--- src/rtl/apb_arb_pkg.sv ---
// Shared state type, default sizing and pointer helper for the APB request arbiter.
package apb_arb_pkg;

    localparam int ARB_NREQ    = 4;
    localparam int ARB_DW      = 8;
    localparam int ARB_TIMEOUT = 16;

    typedef enum logic [0:0] {
        IDLE = 1'b0,
        BUSY = 1'b1
    } arb_state_e;

    function automatic int rr_next(input int idx, input int n);
        return (idx + 1) % n;
    endfunction

endpackage

--- src/rtl/apb_req_arbiter_if.sv ---
// Requester, APB-master and APB-monitor signals of the arbiter; the arbiter
// uses the slave modport, the requesters/bus side uses the master modport.
interface apb_req_arbiter_if
    import apb_arb_pkg::*;
#(
    parameter int NREQ = ARB_NREQ,
    parameter int DW   = ARB_DW
);

    logic [NREQ-1:0]          req_valid;
    logic [NREQ-1:0][DW-1:0]  req_data;
    logic [NREQ-1:0][1:0]     req_dest;
    logic [NREQ-1:0]          req_error;
    logic [NREQ-1:0]          req_ack;
    logic                     resp_drop;
    logic                     resp_timeout;

    logic [DW-1:0]            m_data;
    logic                     m_data_ready;
    logic                     m_alu_error;
    logic [1:0]               m_protocol_sel;

    logic                     psel_any;
    logic                     penable;
    logic                     pready;

    logic                     busy;

    modport slave (
        input  req_valid, req_data, req_dest, req_error,
        input  psel_any, penable, pready,
        output req_ack, resp_drop, resp_timeout,
        output m_data, m_data_ready, m_alu_error, m_protocol_sel,
        output busy
    );

    modport master (
        output req_valid, req_data, req_dest, req_error,
        output psel_any, penable, pready,
        input  req_ack, resp_drop, resp_timeout,
        input  m_data, m_data_ready, m_alu_error, m_protocol_sel,
        input  busy
    );

endinterface

--- src/rtl/rr_picker.sv ---
// Combinational round-robin picker: first set request bit at or after ptr, wrapping.
module rr_picker
    import apb_arb_pkg::*;
#(
    parameter  int NREQ = ARB_NREQ,
    localparam int PW   = (NREQ > 1) ? $clog2(NREQ) : 1
)(
    input  logic [NREQ-1:0] req,
    input  logic [PW-1:0]   ptr,
    output logic            valid,
    output logic [PW-1:0]   idx
);

    // Walking from the far end back toward ptr leaves the nearest hit as the final assignment.
    always_comb begin
        valid = 1'b0;
        idx   = '0;
        for (int i = NREQ - 1; i >= 0; i--) begin
            if (req[PW'((int'(ptr) + i) % NREQ)]) begin
                valid = 1'b1;
                idx   = PW'((int'(ptr) + i) % NREQ);
            end
        end
    end

endmodule

--- src/rtl/apb_req_arbiter.sv ---
// Round-robin arbiter funnelling NREQ requesters into one APB master, with
// error-drop and transfer-timeout completion reporting.
module apb_req_arbiter
    import apb_arb_pkg::*;
#(
    parameter int NREQ    = ARB_NREQ,
    parameter int DW      = ARB_DW,
    parameter int TIMEOUT = ARB_TIMEOUT
)(
    input  logic             PCLK,
    input  logic             PRESET,
    apb_req_arbiter_if.slave arb
);

    localparam int            PW       = (NREQ > 1) ? $clog2(NREQ) : 1;
    localparam int            CW       = (TIMEOUT > 1) ? $clog2(TIMEOUT) : 1;
    localparam logic [CW-1:0] TMO_LAST = CW'(TIMEOUT - 1);

    arb_state_e      state_q, state_d;
    logic [PW-1:0]   rr_ptr_q, rr_ptr_d;
    logic [PW-1:0]   grant_q, grant_d;
    logic [CW-1:0]   tmo_cnt_q, tmo_cnt_d;
    logic [NREQ-1:0] ack_q, ack_d;
    logic            drop_q, drop_d;
    logic            tmo_q, tmo_d;
    logic [DW-1:0]   data_q, data_d;
    logic [1:0]      sel_q, sel_d;

    logic            done;
    logic [NREQ-1:0] pick_req;
    logic            pick_valid;
    logic [PW-1:0]   pick_idx;

    assign done = arb.psel_any & arb.penable & arb.pready;

    // A requester still holds req_valid during its ack cycle; hide it so it is not granted twice.
    assign pick_req = arb.req_valid & ~ack_q;

    rr_picker #(.NREQ(NREQ)) u_picker (
        .req   (pick_req),
        .ptr   (rr_ptr_q),
        .valid (pick_valid),
        .idx   (pick_idx)
    );

    always_comb begin
        state_d   = state_q;
        rr_ptr_d  = rr_ptr_q;
        grant_d   = grant_q;
        tmo_cnt_d = tmo_cnt_q;
        ack_d     = '0;
        drop_d    = 1'b0;
        tmo_d     = 1'b0;
        data_d    = data_q;
        sel_d     = sel_q;

        case (state_q)
            IDLE: begin
                if (pick_valid) begin
                    rr_ptr_d = PW'(rr_next(int'(pick_idx), NREQ));
                    if (arb.req_error[pick_idx]) begin
                        ack_d[pick_idx] = 1'b1;
                        drop_d          = 1'b1;
                    end else begin
                        data_d    = arb.req_data[pick_idx];
                        sel_d     = arb.req_dest[pick_idx];
                        grant_d   = pick_idx;
                        tmo_cnt_d = '0;
                        state_d   = BUSY;
                    end
                end
            end
            BUSY: begin
                // done is tested first so completion on the last allowed cycle is not reported as a timeout.
                if (done) begin
                    state_d        = IDLE;
                    ack_d[grant_q] = 1'b1;
                end else if (tmo_cnt_q == TMO_LAST) begin
                    state_d        = IDLE;
                    ack_d[grant_q] = 1'b1;
                    tmo_d          = 1'b1;
                end else begin
                    tmo_cnt_d = tmo_cnt_q + 1'b1;
                end
            end
            default: state_d = IDLE;
        endcase
    end

    always_ff @(posedge PCLK) begin
        if (PRESET) begin
            state_q   <= IDLE;
            rr_ptr_q  <= '0;
            grant_q   <= '0;
            tmo_cnt_q <= '0;
            ack_q     <= '0;
            drop_q    <= 1'b0;
            tmo_q     <= 1'b0;
            data_q    <= '0;
            sel_q     <= '0;
        end else begin
            state_q   <= state_d;
            rr_ptr_q  <= rr_ptr_d;
            grant_q   <= grant_d;
            tmo_cnt_q <= tmo_cnt_d;
            ack_q     <= ack_d;
            drop_q    <= drop_d;
            tmo_q     <= tmo_d;
            data_q    <= data_d;
            sel_q     <= sel_d;
        end
    end

    assign arb.req_ack        = ack_q;
    assign arb.resp_drop      = drop_q;
    assign arb.resp_timeout   = tmo_q;
    assign arb.m_data         = data_q;
    assign arb.m_protocol_sel = sel_q;
    assign arb.m_alu_error    = 1'b0;
    assign arb.busy           = (state_q == BUSY);
    assign arb.m_data_ready   = (state_q == BUSY) & ~done;

endmodule

--- src/flat_wrapper.sv ---
// flat-port wrapper written by rule: the top's interface ports become plain ports
module apb_req_arbiter_flat import apb_arb_pkg::*;
#(
    parameter int NREQ    = ARB_NREQ,
    parameter int DW      = ARB_DW,
    parameter int TIMEOUT = ARB_TIMEOUT
)
  (PCLK, PRESET, arb_req_valid, arb_req_data, arb_req_dest, arb_req_error, arb_psel_any, arb_penable, arb_pready, arb_req_ack, arb_resp_drop, arb_resp_timeout, arb_m_data, arb_m_data_ready, arb_m_alu_error, arb_m_protocol_sel, arb_busy);
  apb_req_arbiter_if #(.NREQ(NREQ), .DW(DW)) arb_i ();
  input  logic PCLK;
  input  logic PRESET;
  input wire logic [$bits(arb_i.req_valid)-1:0] arb_req_valid;
  input wire logic [$bits(arb_i.req_data)-1:0] arb_req_data;
  input wire logic [$bits(arb_i.req_dest)-1:0] arb_req_dest;
  input wire logic [$bits(arb_i.req_error)-1:0] arb_req_error;
  input wire logic [$bits(arb_i.psel_any)-1:0] arb_psel_any;
  input wire logic [$bits(arb_i.penable)-1:0] arb_penable;
  input wire logic [$bits(arb_i.pready)-1:0] arb_pready;
  output wire logic [$bits(arb_i.req_ack)-1:0] arb_req_ack;
  output wire logic [$bits(arb_i.resp_drop)-1:0] arb_resp_drop;
  output wire logic [$bits(arb_i.resp_timeout)-1:0] arb_resp_timeout;
  output wire logic [$bits(arb_i.m_data)-1:0] arb_m_data;
  output wire logic [$bits(arb_i.m_data_ready)-1:0] arb_m_data_ready;
  output wire logic [$bits(arb_i.m_alu_error)-1:0] arb_m_alu_error;
  output wire logic [$bits(arb_i.m_protocol_sel)-1:0] arb_m_protocol_sel;
  output wire logic [$bits(arb_i.busy)-1:0] arb_busy;
  assign arb_i.req_valid = arb_req_valid;
  assign arb_i.req_data = arb_req_data;
  assign arb_i.req_dest = arb_req_dest;
  assign arb_i.req_error = arb_req_error;
  assign arb_i.psel_any = arb_psel_any;
  assign arb_i.penable = arb_penable;
  assign arb_i.pready = arb_pready;
  assign arb_req_ack = arb_i.req_ack;
  assign arb_resp_drop = arb_i.resp_drop;
  assign arb_resp_timeout = arb_i.resp_timeout;
  assign arb_m_data = arb_i.m_data;
  assign arb_m_data_ready = arb_i.m_data_ready;
  assign arb_m_alu_error = arb_i.m_alu_error;
  assign arb_m_protocol_sel = arb_i.m_protocol_sel;
  assign arb_busy = arb_i.busy;
  apb_req_arbiter #(.NREQ(NREQ), .DW(DW), .TIMEOUT(TIMEOUT)) u_core (.PCLK(PCLK), .PRESET(PRESET), .arb(arb_i));
endmodule
--- config.mk ---
export PLATFORM = sky130hd
export DESIGN_NAME = apb_req_arbiter_flat
export DESIGN_NICKNAME = d
export VERILOG_FILES = /design/src/rtl/apb_arb_pkg.sv /design/src/rtl/apb_req_arbiter_if.sv /design/src/rtl/rr_picker.sv /design/src/rtl/apb_req_arbiter.sv /design/src/flat_wrapper.sv
export SDC_FILE = /design/constraint.sdc
export NUM_CORES = 1
export LEC_CHECK = 0
export ABC_AREA = 1
export CAP_MARGIN = 25
export CORE_ASPECT_RATIO = 1.4
export CORE_MARGIN = 4
export CORE_UTILIZATION = 40
export DETAILED_ROUTE_END_ITERATION = 8
export PLACE_DENSITY = 0.89
export SLEW_MARGIN = 20
export SYNTH_ARGS = -nofsm -noshare
export SYNTH_HDL_FRONTEND = slang
export SYNTH_SLANG_ARGS = --single-unit
export TNS_END_PERCENT = 50
--- constraint.sdc ---
create_clock -name PCLK -period 2.25 [get_ports PCLK]
set_clock_uncertainty 0.1 [all_clocks]
set_input_delay 0.3375 -clock PCLK [delete_from_list [all_inputs] [get_ports PCLK]]
set_output_delay 0.3375 -clock PCLK [all_outputs]
set_load 0.02 [all_outputs]
==> metrics, run 1 <==
status=completed; pwr/cell area=1660 mW/mm²; hold slack=394 ps; clock share of power=0.066; Buf/Inv on CP=4; flip-flop and latch area=502 µm²; DR iter-0 viols=42; Core Box Area=between 0.003 and 0.004 mm²; # diodes=0; largest net degree at the start of global routing=21; critical path data required time=around 2400 ps; critical path's largest stage delay=~490 ps; area grow syn2layout=54.6%; final period utilization=0.921; critical path's slowest cell=clkdlybuf4s50_1; Wirelength per Cell=between 10 and 15 µm; Gate power share=0.766; fraction of layout cells with a size suffix above 1=0.129; syn nets=about 310; VDD IR-drop max=around 1.3 mV; DR vias=1888; Synth top area share=0.310; initial antenna violation count=0; setup slack of the most critical reg-to-reg path=210 ps; post-route ant nets=0; RSZ-0062 raised after global routing=true; Starting Density=0.412; Placement Setup Slack=-242 ps; Syn Inst Count=~250; DP HPWL=~3800 µm; gr usage total=0.185; max_cap viols=0; post-synth top area cell=dfxtp_1; CP top delay family=buffers and inverters; I/O Buffers=70; Num Clock Sinks=25; RR Startpoint=u_core.rr_ptr_q[0]; critical path type=in2reg; worst path cell trace=clkdlybuf4s50_1, nand3_1, nand2_2, nand2_1, nand2_1, inv_1, nand2_2, nand2_1, nand2_2, nand2_4, inv_1, buf_4, nor2_1, o21ai_1, nand2_2, a21oi_2; Seq/Total Area, Yosys=0.310; Internal=~2100 µW; Yosys reg bits=25; Ports=between 70 and 80; Setup Fix Bufs, Post-CTS=0; YS warnings=0; worst hold path type=reg2reg; later-pin clock latency in the skew report=~270 ps; Synth area leaders=dfxtp_1, nand2_1, nor2_1; Min Clock Period, post-route=2070 ps; vias in the first global route=1844; DRC Markers=0; CTS tree=done; Post-Syn Area=~0.0016 mm²; Fmax=0.483 GHz; leakage power figure=approximately 0.0011 µW; drt via density=roughly 5.1; Final WS setup=between 150 and 200 ps; Crit. End Element=register; Die Ht=83.1 µm; Root Driver=clkbuf_8; Max Slew Vio Count=0; Cell variety after synth=27; Hold Path Stages=2; GR Overflow Total=0; critical path fanouts, max=7; Reg clk slew, reported paths=approximately 90 ps; cell row count=27; Detailed Routing Iterations Pass 1=4; multi-input logic area=roughly 930 µm²; Total Power=4150 µW; Routed WL=between 4000 and 5000 µm; final setup violation count=0; H-Tree Level Count=1; Placer Congestion=slightly below 0.9; dpl cells=about 370; sequential share of power=0.167; Synth Area per Inst=roughly 6.5 µm²; Sw Share=0.498; Die Area=0.00513 mm²; Worst Reg2Reg Path Length in Cells=15; final non-filler cell total=between 300 and 400; first-pass GRT wire length=between 7000 and 8000 µm; nets=between 300 and 400; CP startpoint kind=input pin; fill count=about 350; CTS Buf Count=3; Worst EP arrival=~2200 ps; Die X=~62 µm; min-delay src=u_core.arb.m_data[3]; net switching power=between 2000 and 2500 µW; Hold Vio Cnt, Final=0; Hold Path End=u_core.arb.m_data[3]; worst r2r dst=u_core.rr_ptr_q[1]; clock buffer depth=2; most used cell, CP=nand2_2
-- state kept, by name, summed over array words and instances, names as in the netlist --
name	cells
u_core.arb.m_data	8
u_core.arb.req_ack	4
u_core.tmo_cnt_q	4
u_core.arb.m_protocol_sel	2
u_core.grant_q	2
u_core.rr_ptr_q	2
u_core.arb.busy	1
u_core.arb.resp_drop	1
u_core.arb.resp_timeout	1
-- power groups by stage --
stage	combinational, µW	clock, µW	sequential, µW
finish	3180	275	694
global placement	3010	0	698
CTS	3120	281	696
global route	3510	298	714
floorplan	1960	0	786
detailed placement	3100	0	705
-- cell type report --
| type | count | share of cell area |
|---|---|---|
| multi-input combinational | 184 | 0.374 |
| tap | 43 | 0.0216 |
| timing repair buffer | 86 | 0.342 |
| clock buffer | 3 | 0.0166 |
| inverter | 27 | 0.0416 |
| sequential | 25 | 0.201 |
| clock inverter | 1 | 0.00301 |
-- worst max path at each step --
stage,slack [ps],end,cells after the start,from
detailed placement,-240,u_core.arb.m_data[3],16,arb_req_valid[2]
finish,180,u_core.arb.m_data[3],16,arb_req_valid[2]
floorplan,300,u_core.rr_ptr_q[1],15,u_core.arb.req_ack[3]
global route,-3,u_core.arb.m_data[4],15,arb_req_valid[2]
global placement,-130,u_core.arb.m_data[3],16,arb_req_valid[2]
CTS,30,u_core.arb.m_data[3],16,arb_req_valid[2]
-- synthesized netlist by cell type (all sizes together) --
master	number
xnor2	1
nor2	44
o21ai	32
clkbuf	2
conb	1
ha	5
nor4	1
nand2	50
o22ai	9
inv	27
dfxtp	25
xor2	2
a21oi	10
buf	10
nor3	2
nand3	27
-- tightest hold or removal path, stage by stage, from the launching register on --
cell and delay (ps):
dfxtp_1 320, nand2_1 80, a21oi_2 50
-- logic make-up (layout without fill, tap and decap cells) --
family                   Yosys count  count (layout)  synth area share
AO/OA/AOI/OAI                     51              51             0.172
XOR/XNOR                           3               3            0.0163
adder cells (fa/ha/maj)            5               5            0.0388
buffers and inverters             39             117             0.115
flip-flops                        25              25             0.310
other                              1               1           0.00233
AND/OR/NAND/NOR                  124             124             0.345
-- layer usage --
layer	vias up	GRT usage	part of all wire
met2	65	0.366	0.56
met4	0	0.0425	0.0058
met1	865	0.173	0.36
met5	-	0	0
li1	956	-	-
met3	2	0.0513	0.080
-- cells in the final DEF, fill, tap and decap left out, types with 8 or more instances in the layout --
master	count
buf_4	12
nand2_1	41
inv_1	23
dfxtp_1	24
nand2_2	8
nand3_1	23
nor2_1	43
o21ai_1	11
clkdlybuf4s50_1	70
o22ai_1	9
o21ai_0	21
-- metrics by stage --
step | TNS, ps | cell area [µm²] | util
final | 0 | 2490 | 0.636
after global routing | -3.30 | 2490 | 0.636
after CTS | 0 | 2480 | 0.633
after detailed placement | -2340 | 2430 | 0.620
after global placement | -747 | 2430 | 0.620
after floorplan | 0 | 1610 | -
-- repair_timing --
item | CTS | global route
pin swaps | 0 | 2
hold buffers | 0 | 0
resized for setup | 1 | 8
endpoints found under the setup margin | 1 | 11
(Power assumes the default switching activity.)
==> run 2: changes to the inputs <==
CORE_MARGIN = 2   (was 4)
==> run 2 against run 1 <==
  * Utilization is 0.26 points lower
  * Sequential power is 0.7% higher
  * Sequential share of layout area is 0.081 points higher
  * Total power shrank 1.3%
  * First-iteration DRC count did not move
  * Cell count grew 0.27%
  * Flip-flop and latch count unchanged
  * Non-clock buffer count is 1 higher
  * Worst setup slack improved by 3.2 ps
  * Die area fell by 11%
  * Clock power about the same
==> metrics, run 2 (synthesis gave the netlist of run 1 again) <==
status=completed (unchanged); CTS Buf Count=3 (unchanged); VDD IR-drop max=1.10 mV (was 1.27 mV); Fmax=0.483 GHz (about the same); CP startpoint kind=input pin (unchanged); Detailed Routing Iterations Pass 1=4 (unchanged); later-pin clock latency in the skew report=280 ps (was 270 ps); CTS tree=done (unchanged); I/O Buffers=70 (unchanged); Die Ht=79.1 µm (was 83.1 µm); cell row count=27 (unchanged); Crit. End Element=register (unchanged); pwr/cell area=1650 mW/mm² (was 1660 mW/mm²); critical path type=in2reg (unchanged); Max Slew Vio Count=0 (unchanged); DR iter-0 viols=42 (unchanged); largest net degree at the start of global routing=21 (unchanged); Min Clock Period, post-route=2070 ps (about the same); fraction of layout cells with a size suffix above 1=0.144 (was 0.129); Core Box Area=0.00392 mm² (unchanged); Wirelength per Cell=12.2 µm (was 12.7 µm); initial antenna violation count=0 (unchanged); leakage power figure=0.00109 µW (about the same); area grow syn2layout=54.0% (was 54.6%); Ports=72 (unchanged); fin area=0.00248 mm² (was 0.00249 mm²); Die Area=0.00456 mm² (was 0.00513 mm²); DP HPWL=3510 µm (was 3820 µm); Placement Setup Slack=-197 ps (was -242 ps); Post-DP Area=0.00240 mm² (was 0.00243 mm²); # diodes=0 (unchanged); dpl cells=364 (was 365); most common cell after layout, fill and taps aside=clkdlybuf4s50_1 (unchanged); worst hold path type=reg2reg (unchanged); Worst EP arrival=2190 ps (was 2180 ps); GR Overflow Total=0 (unchanged); first-pass GRT wire length=7470 µm (was 7490 µm); final period utilization=0.919 (was 0.921); drt via density=5.02 (was 5.12); DR vias=1857 (was 1888); clock buffer depth=2 (unchanged); Root Driver=clkbuf_8 (unchanged); final non-filler cell total=370 (was 369); max reg flops=8 (unchanged); Total Power=4090 µW (was 4150 µW); commonest non-fill, non-tap cells in the layout=clkdlybuf4s50_1, nor2_1, nand2_1 (unchanged); setup TNS=0 ps (unchanged); H-Tree Level Count=1 (unchanged); max_cap viols=0 (unchanged); vias in the first global route=1840 (was 1844); critical path fanouts, max=20 (was 7); gr usage total=0.207 (was 0.185); post-route ant nets=0 (unchanged); final setup violation count=0 (unchanged); Placer Congestion=0.910 (was 0.877); Hold Vio Cnt, Final=0 (unchanged); Final WS setup=181 ps (was 178 ps); DRC Markers=0 (unchanged); Reg clk slew, reported paths=90 ps (about the same); Starting Density=0.412 (unchanged); nets=386 (was 385); critical path data required time=2370 ps (was 2360 ps); Num Clock Sinks=25 (unchanged); Routed WL=4530 µm (was 4690 µm); Die X=57.7 µm (was 61.7 µm)
run 2: what timing repair did:
action                     4_1_cts  5_1_grt
hold buffers                     0        0
setup buffers                    0        1
gates resized for setup          0       19
setup endpoints to repair        0       21
run 2: path summary, 6_finish.rpt:
check | endpoint | slack, ps | cells after the start | from
setup / recovery | u_core.arb.m_data[3] | 180 | 14 | arb_req_valid[2]
hold / removal | u_core.arb.m_data[3] | 390 | 2 | u_core.arb.m_data[3]
hold reg to reg | u_core.arb.m_data[3] | 390 | 2 | u_core.arb.m_data[3]
setup reg to reg | u_core.rr_ptr_q[1] | 230 | 15 | u_core.rr_ptr_q[0]
run 2: area by class of cell:
type                            count  area (µm²)
Fill cell                         367        1440
Multi-Input combinational cell    184         942
Timing Repair Buffer               87         833
Sequential cell                    25         502
Inverter                           27         106
Tap cell                           43        53.8
Clock buffer                        3        41.3
Clock inverter                      1        5.00
run 2: metal layers:
layer | global-route usage | vias up | share of wire | wire length, µm
met5 | 0 | - | 0 | 0
met4 | 0.0884 | 0 | 0.028 | 129
met3 | 0.0456 | 13 | 0.062 | 279
met2 | 0.399 | 61 | 0.53 | 2390
met1 | 0.205 | 820 | 0.38 | 1730
li1 | - | 963 | - | -
run 2: critical path, stage by stage:
cell             delay (ps)
clkdlybuf4s50_1         480
nand3_1                  90
nand2_2                 110
nand2_1                  80
nand2_1                  80
inv_1                    50
nand2_2                  60
nand3_2                 100
nand2_4                 120
buf_4                   220
o21ai_0                 110
o21ai_1                 170
nand2_2                  70
a21oi_2                 100
run 2: metrics by stage:
step / util / hold slack [ps]
2_1_floorplan: - / 353
3_3_place_gp: 0.612 / 365
3_5_place_dp: 0.612 / 368
4_1_cts: 0.624 / 386
5_1_grt: 0.634 / 403
6_report: 0.634 / 385
run 2: power breakdown:
| group | internal, µW | switching, µW | total (µW) |
|---|---|---|---|
| sequential | 587 | 111 | 699 |
| clock | 124 | 150 | 274 |
| combinational | 1310 | 1810 | 3120 |
| total | 2020 | 2080 | 4090 |
